**config.mk**
```make
export PLATFORM = sky130hd
export DESIGN_NAME = stopwatch_time_ctrl_flat
export DESIGN_NICKNAME = d
export VERILOG_FILES = /design/src/rtl/stopwatch_time_ctrl_if.sv /design/src/rtl/stopwatch_time_ctrl.sv /design/src/flat_wrapper.sv
export SDC_FILE = /design/constraint.sdc
export NUM_CORES = 1
export LEC_CHECK = 0
export CORE_AREA = 2 2 83 85
export CTS_BUF_LIST = sky130_fd_sc_hd__clkbuf_8 sky130_fd_sc_hd__clkbuf_16
export CTS_CLUSTER_DIAMETER = 80
export DETAILED_ROUTE_END_ITERATION = 10
export DIE_AREA = 0 0 85 87
export PLACE_DENSITY_LB_ADDON = 0.2
export SLEW_MARGIN = 30
export SYNTH_ARGS = -nofsm -noshare
export SYNTH_HDL_FRONTEND = slang
export SYNTH_SLANG_ARGS = --single-unit
```
**constraint.sdc**
```tcl
create_clock -name clk -period 2.25 [get_ports clk]
set_input_delay 0.3375 -clock clk [delete_from_list [all_inputs] [get_ports clk]]
set_output_delay 0.3375 -clock clk [all_outputs]
set_load 0.05 [all_outputs]
```
**src/rtl/stopwatch_time_ctrl_if.sv**
```systemverilog
// Control/status bundle between the front-panel button controller, the
// stopwatch sequencer and the 7-segment display path.
//
//   run_md   : run mode level (1 = run, 0 = stop)
//   clr_on   : clear request level, high while the clear button is held
//   disp_md  : display select (0 = hr:min, 1 = sec:cs)
//   cs/sec/min/hr     : current time fields
//   disp_hi/disp_lo   : registered digit-pair values for the display
//   tick/rollover     : one-cycle event pulses
//   state             : sequencer state (0 = STOP, 1 = RUN, 2 = CLEAR)
//
// master : the side that drives the controls and observes the time
// slave  : the stopwatch sequencer itself
interface stopwatch_time_ctrl_if;
  logic       run_md;
  logic       clr_on;
  logic       disp_md;
  logic [6:0] cs;
  logic [5:0] sec;
  logic [5:0] min;
  logic [4:0] hr;
  logic [6:0] disp_hi;
  logic [6:0] disp_lo;
  logic       tick;
  logic       rollover;
  logic [1:0] state;

  modport master (
    output run_md,
    output clr_on,
    output disp_md,
    input  cs,
    input  sec,
    input  min,
    input  hr,
    input  disp_hi,
    input  disp_lo,
    input  tick,
    input  rollover,
    input  state
  );

  modport slave (
    input  run_md,
    input  clr_on,
    input  disp_md,
    output cs,
    output sec,
    output min,
    output hr,
    output disp_hi,
    output disp_lo,
    output tick,
    output rollover,
    output state
  );
endinterface

```
**src/rtl/stopwatch_time_ctrl.sv**
```systemverilog
// Stopwatch time-keeping sequencer.
//
// A STOP/RUN/CLEAR state machine gates a clock prescaler that produces one
// centisecond tick every PRESCALE clocks. Each tick advances a cascaded
// cs/sec/min/hr counter chain (all carries resolved in a single edge). The
// selected digit pairs are registered for the 7-segment display path.
//
// Ports:
//   clk  : system clock, all state on the rising edge
//   rst  : asynchronous active-low reset
//   bus  : stopwatch_time_ctrl_if.slave (controls in, time/status out)
//
// Parameters:
//   PRESCALE : clk cycles per centisecond tick, >= 2
//   PS_W     : prescaler width, 2**PS_W >= PRESCALE
module stopwatch_time_ctrl #(
  parameter int unsigned PRESCALE = 1000000,
  parameter int unsigned PS_W     = 20
) (
  input  logic                 clk,
  input  logic                 rst,
  stopwatch_time_ctrl_if.slave bus
);

  typedef enum logic [1:0] {
    StStop  = 2'd0,
    StRun   = 2'd1,
    StClear = 2'd2
  } state_e;

  localparam logic [PS_W-1:0] PsMax = PS_W'(PRESCALE - 1);

  localparam logic [6:0] CsMax  = 7'd99;
  localparam logic [5:0] SecMax = 6'd59;
  localparam logic [5:0] MinMax = 6'd59;
  localparam logic [4:0] HrMax  = 5'd23;

  state_e          state_q, state_d;
  logic [PS_W-1:0] ps_q, ps_d;
  logic [6:0]      cs_q, cs_d;
  logic [5:0]      sec_q, sec_d;
  logic [5:0]      min_q, min_d;
  logic [4:0]      hr_q, hr_d;
  logic [6:0]      disp_hi_q, disp_hi_d;
  logic [6:0]      disp_lo_q, disp_lo_d;
  logic            tick_q, tick_d;
  logic            rollover_q, rollover_d;

  logic clear_now;
  logic run_now;
  logic wrap;
  logic all_max;

  // ---------------------------------------------------------------------------
  // Sequencer next-state
  // ---------------------------------------------------------------------------
  always_comb begin
    state_d = state_q;
    case (state_q)
      StStop: begin
        // run_md wins over clr_on when both are requested
        if (bus.run_md) begin
          state_d = StRun;
        end else if (bus.clr_on) begin
          state_d = StClear;
        end
      end
      StRun: begin
        if (!bus.run_md) begin
          state_d = StStop;
        end
      end
      StClear: begin
        if (!bus.clr_on) begin
          state_d = bus.run_md ? StRun : StStop;
        end
      end
      // Unused encoding 2'd3 falls back to STOP
      default: state_d = StStop;
    endcase
  end

  always_ff @(posedge clk or negedge rst) begin
    if (!rst) begin
      state_q <= StStop;
    end else begin
      state_q <= state_d;
    end
  end

  // ---------------------------------------------------------------------------
  // Prescaler and counter chain
  // ---------------------------------------------------------------------------
  // Clearing covers the entry edge into CLEAR as well as every cycle spent in
  // it. Counting uses the pre-edge state, so a tick on the same edge that
  // leaves RUN still lands.
  assign clear_now = (state_q == StClear) || (state_d == StClear);
  assign run_now   = (state_q == StRun);
  assign wrap      = run_now && (ps_q == PsMax);
  assign all_max   = (cs_q == CsMax) && (sec_q == SecMax) &&
                     (min_q == MinMax) && (hr_q == HrMax);

  always_comb begin
    ps_d       = ps_q;
    cs_d       = cs_q;
    sec_d      = sec_q;
    min_d      = min_q;
    hr_d       = hr_q;
    tick_d     = 1'b0;
    rollover_d = 1'b0;

    if (clear_now) begin
      ps_d  = '0;
      cs_d  = '0;
      sec_d = '0;
      min_d = '0;
      hr_d  = '0;
    end else if (run_now) begin
      if (wrap) begin
        ps_d       = '0;
        tick_d     = 1'b1;
        rollover_d = all_max;
        // Full carry ripple in one edge so no partial value is ever visible
        if (cs_q == CsMax) begin
          cs_d = '0;
          if (sec_q == SecMax) begin
            sec_d = '0;
            if (min_q == MinMax) begin
              min_d = '0;
              if (hr_q == HrMax) begin
                hr_d = '0;
              end else begin
                hr_d = hr_q + 5'd1;
              end
            end else begin
              min_d = min_q + 6'd1;
            end
          end else begin
            sec_d = sec_q + 6'd1;
          end
        end else begin
          cs_d = cs_q + 7'd1;
        end
      end else begin
        ps_d = ps_q + {{(PS_W-1){1'b0}}, 1'b1};
      end
    end
  end

  // ---------------------------------------------------------------------------
  // Display select, taken from the post-update counter values
  // ---------------------------------------------------------------------------
  always_comb begin
    disp_hi_d = '0;
    disp_lo_d = '0;
    if (bus.disp_md) begin
      disp_hi_d = {1'b0, sec_d};
      disp_lo_d = cs_d;
    end else begin
      disp_hi_d = {2'b00, hr_d};
      disp_lo_d = {1'b0, min_d};
    end
  end

  always_ff @(posedge clk or negedge rst) begin
    if (!rst) begin
      ps_q       <= '0;
      cs_q       <= '0;
      sec_q      <= '0;
      min_q      <= '0;
      hr_q       <= '0;
      disp_hi_q  <= '0;
      disp_lo_q  <= '0;
      tick_q     <= 1'b0;
      rollover_q <= 1'b0;
    end else begin
      ps_q       <= ps_d;
      cs_q       <= cs_d;
      sec_q      <= sec_d;
      min_q      <= min_d;
      hr_q       <= hr_d;
      disp_hi_q  <= disp_hi_d;
      disp_lo_q  <= disp_lo_d;
      tick_q     <= tick_d;
      rollover_q <= rollover_d;
    end
  end

  // ---------------------------------------------------------------------------
  // Outputs
  // ---------------------------------------------------------------------------
  assign bus.cs       = cs_q;
  assign bus.sec      = sec_q;
  assign bus.min      = min_q;
  assign bus.hr       = hr_q;
  assign bus.disp_hi  = disp_hi_q;
  assign bus.disp_lo  = disp_lo_q;
  assign bus.tick     = tick_q;
  assign bus.rollover = rollover_q;
  assign bus.state    = state_q;

endmodule
```
**src/flat_wrapper.sv**
```systemverilog
// flat-port wrapper written by rule: the top's interface ports become plain ports
module stopwatch_time_ctrl_flat 
#(
  parameter int unsigned PRESCALE = 1000000,
  parameter int unsigned PS_W     = 20
)
  (clk, rst, bus_run_md, bus_clr_on, bus_disp_md, bus_cs, bus_sec, bus_min, bus_hr, bus_disp_hi, bus_disp_lo, bus_tick, bus_rollover, bus_state);
  stopwatch_time_ctrl_if bus_i ();
  input  logic clk;
  input  logic rst;
  input wire logic [$bits(bus_i.run_md)-1:0] bus_run_md;
  input wire logic [$bits(bus_i.clr_on)-1:0] bus_clr_on;
  input wire logic [$bits(bus_i.disp_md)-1:0] bus_disp_md;
  output wire logic [$bits(bus_i.cs)-1:0] bus_cs;
  output wire logic [$bits(bus_i.sec)-1:0] bus_sec;
  output wire logic [$bits(bus_i.min)-1:0] bus_min;
  output wire logic [$bits(bus_i.hr)-1:0] bus_hr;
  output wire logic [$bits(bus_i.disp_hi)-1:0] bus_disp_hi;
  output wire logic [$bits(bus_i.disp_lo)-1:0] bus_disp_lo;
  output wire logic [$bits(bus_i.tick)-1:0] bus_tick;
  output wire logic [$bits(bus_i.rollover)-1:0] bus_rollover;
  output wire logic [$bits(bus_i.state)-1:0] bus_state;
  assign bus_i.run_md = bus_run_md;
  assign bus_i.clr_on = bus_clr_on;
  assign bus_i.disp_md = bus_disp_md;
  assign bus_cs = bus_i.cs;
  assign bus_sec = bus_i.sec;
  assign bus_min = bus_i.min;
  assign bus_hr = bus_i.hr;
  assign bus_disp_hi = bus_i.disp_hi;
  assign bus_disp_lo = bus_i.disp_lo;
  assign bus_tick = bus_i.tick;
  assign bus_rollover = bus_i.rollover;
  assign bus_state = bus_i.state;
  stopwatch_time_ctrl #(.PRESCALE(PRESCALE), .PS_W(PS_W)) u_core (.clk(clk), .rst(rst), .bus(bus_i));
endmodule
```
==> flow_metrics.py <==
metrics = {
    "sta": {
        "fin_crit_sh": 0.989,
        "max-slew-margin-rel": 0.579,
        "drv_slew": 0,
        "fmaxAchievable_ghz": 0.449,
        "fin_crit_ps": 2230,
        "setup_ws_ps": 24.2,
        "finalSetupViolCount": 0,
        "fin_skew_ps": 9.65,
        "hold_viol": 0,
        "tightest_slew_ps": 632,
    },
    "synth": {
        "synth-adder-area-share": 0.0182,
        "synth_seq_cells": 61,
        "ys_seq_area_frac": 0.443,
        "synthXorXnorAreaFrac": 0.0458,
        "synth.distinct_cells": 69,
        "synth_cells": 348,
        "syn_area_um2": 3440,
        "synth_mux_area_frac": 0.0247,
        "synth_top_area_frac": 0.443,
        "synth_compound_area_frac": 0.131,
        "synth_top_cell_by_area": "dfrtp_1",
        "yosys_warnings": 0,
        "synth-edff-count": 0,
        "yosys.area_share.simple": 0.291,
        "synth_top_family_by_area": "simple AND/OR/NAND/NOR gates",
        "syn_area_per_cell_um2": 9.89,
        "async_flop_share": 1.00,
        "ys.flop_type": "dfrtp_1",
        "ys_top_cells_by_area": "dfrtp_1 44%, nor2_1 4.4%, xnor2_1 4.3%",
        "synth_fp_nets": 358,
    },
    "pwr": {
        "combPwrFrac": 0.165,
        "switchingPower_mw": 0.725,
        "power_frac_seq": 0.496,
        "ir_drop_uv": 391,
        "sw_frac_of_total": 0.299,
        "p_per_area_nw_per_um2": 560,
        "p_int_mw": 1.70,
        "clockPowerShare": 0.340,
        "power.leakage_nw": 1.85,
    },
    "layout": {
        "layout.nets": 430,
        "final_core_utilization": 0.659,
        "layout-area-overhead-vs-synth_pct": 25.7,
        "final_area_um2": 4330,
        "drive_above_1_share": 0.182,
        "num_antenna_cells": 0,
        "layout.cells.non_filler": 504,
    },
    "route": {
        "initialDrtViolationCount": 234,
        "dr_total_vias": 3077,
        "viasPerCell": 6.11,
        "routed_wl_um": 9060,
        "first_pass_iters": 4,
        "avgRoutedWirePerCell_um": 18.0,
        "drc": 0,
        "ant_nets": 0,
    },
    "clock_tree": {
        "cts_tree": "built",
        "insertion_delay_ps": 350,
        "root_buffer": "clkbuf_8",
        "cts_made_buffers": 9,
        "clockBufferDepth": 2,
        "clkTransAtPathRegs_ps": 60,
        "clock_sinks": 61,
        "htree_levels": 3,
    },
    "floorplan": {
        "die_y_um": 87,
        "rows": 30,
        "die-area_um2": 7400,
        "io_pins": 47,
        "start_util": 0.524,
        "core_um2": 6570,
        "fp.dieW_um": 85,
    },
    "setup_path": {
        "crit_path_max_fanout": 10,
        "arrival_ps": 2440,
        "start_kind": "flop",
        "path_class": "flop to flop",
        "crit_required_ps": 2460,
        "cp-end-kind": "flop",
        "crit_start": "u_core.ps_q[6]$_DFFE_PN0P_",
        "worstReg2RegStart": "u_core.ps_q[6]$_DFFE_PN0P_",
    },
    "hold_path": {
        "hp-class": "primary input to asynchronous set/reset pin",
    },
    "grt": {
        "antenna_found_initial": 0,
        "grt_pass1_vias": 3006,
        "grt_pass1_wl_um": 14600,
        "grt_overflow": 0,
        "grt_max_degree": 35,
        "grt_usage": 0.253,
    },
    "placement": {
        "portBuffers": 45,
        "gp_congestion": 0.930,
        "hpwlAfterDp_um": 6480,
        "place_ws_ps": 67.0,
        "dpl_cell_area_um2": 4110,
        "post-place-cells": 485,
    },
    "run": {
        "maxCapViolations": 0,
    },
    "status": {
        "status": "complete, no violations",
    },
}
-- logic make-up (layout without fill, tap and decap cells) --
| family | Yosys count | count (layout) |
|---|---|---|
| other cells | 1 | 1 |
| buf+inv | 27 | 103 |
| simple gates | 165 | 165 |
| mux | 8 | 8 |
| compound gates | 63 | 63 |
| flops | 61 | 61 |
| fa+ha+maj | 5 | 5 |
| xor+xnor | 18 | 18 |
-- final timing paths --
kind	end	slack, ps	cells past startpoint
setup / recovery	u_core.bus.disp_lo[5]$_DFF_PN0_	20	6
hold / removal	u_core.bus.disp_lo[2]$_DFF_PN0_	0.9	1
setup reg to reg	u_core.bus.disp_lo[5]$_DFF_PN0_	20	6
hold reg to reg	u_core.ps_q[1]$_DFFE_PN0P_	540	1
max in group asynchronous	u_core.bus.sec[1]$_DFF_PN0_	1630	2
min in group clk	u_core.ps_q[1]$_DFFE_PN0P_	540	1
-- cell usage in the layout, fill, tap and decap left out, types with 13 or more instances in the layout --
cell type	n
a21oi_1	15
buf_4	34
clkdlybuf4s50_1	44
dfrtp_1	56
nand2_1	23
nand3_1	14
nor2_1	40
nor3_1	13
nor4_1	14
xnor2_1	17
-- per-stage QoR --
step / setup TNS (ps) / hold slack, ps / power (mW)
global route: -69.1 / 64.6 / 2.52
floorplan: 0 / 41.9 / 1.45
CTS: 0 / 30.7 / 2.42
finish: 0 / 0.860 / 2.42
detailed placement: 0 / 398 / 1.61
global placement: 0 / 383 / 1.61
-- cell type report --
class / instances / area [µm²]
fill: 526 / 2240
timing repair buffer: 80 / 721
inverter: 8 / 30.0
sequential: 61 / 1530
clock inverter: 5 / 21.3
multi-input combinational: 260 / 1780
tap: 80 / 100
clock buffer: 10 / 138
-- metal layers --
layer,track usage,vias up,routed length (µm)
li1,-,1443,-
met1,0.315,1519,3840
met2,0.430,96,4560
met3,0.0455,19,429
met4,0.118,0,223
met5,0,-,0
-- power groups by stage --
stage / logic, mW / clock network [mW] / registers, mW
floorplan: 0.146 / 0 / 1.30
global placement: 0.392 / 0 / 1.22
detailed placement: 0.395 / 0 / 1.22
CTS: 0.397 / 0.829 / 1.20
global route: 0.428 / 0.883 / 1.21
finish: 0.398 / 0.823 / 1.20
-- critical path, stage by stage (launching register included) --
cell and delay [ps]:
dfrtp_1 440, nor4b_4 370, nand4_4 270, buf_4 230
nor4_1 420, o311a_1 260, o32ai_1 110
-- state kept, by name, indices dropped and copies added, names as in the netlist --
| register | cells |
|---|---|
| u_core.ps_q | 20 |
| u_core.bus.cs | 7 |
| u_core.bus.disp_lo | 7 |
| u_core.bus.disp_hi | 6 |
| u_core.bus.min | 6 |
| u_core.bus.sec | 6 |
| u_core.bus.hr | 5 |
| u_core.bus.state | 2 |
| u_core.bus.rollover | 1 |
| u_core.bus.tick | 1 |
-- cells in the mapped netlist, types with 2 or more instances --
library cell,instances
xnor2_1,17
ha_1,5
o2111ai_1,2
dfrtp_1,61
and3_1,4
and2_1,3
mux2_2,4
buf_2,5
nand2b_1,3
o21ai_0,4
a22oi_1,2
and4b_1,3
nor4_1,14
nand3_1,14
nand2_1,23
a41oi_1,3
o31ai_1,3
and4_2,3
a31oi_1,6
inv_1,8
nor4_2,3
nor4b_1,2
buf_6,3
a21oi_1,15
nor2_1,40
nand3b_1,2
nor3b_1,5
or3_1,2
o32ai_1,2
and4_1,3
nand4_1,9
o211ai_1,4
nor4_4,2
mux2i_1,4
a211oi_1,8
buf_4,3
clkbuf_1,5
nor2b_1,6
nor3_1,13
-- what timing repair did --
action	CTS	global route
hold buffers	0	0
endpoints found under the setup margin	0	5
setup buffers	0	4
gates resized for setup	0	3
Note: power is estimated with default switching activity, not from simulation.
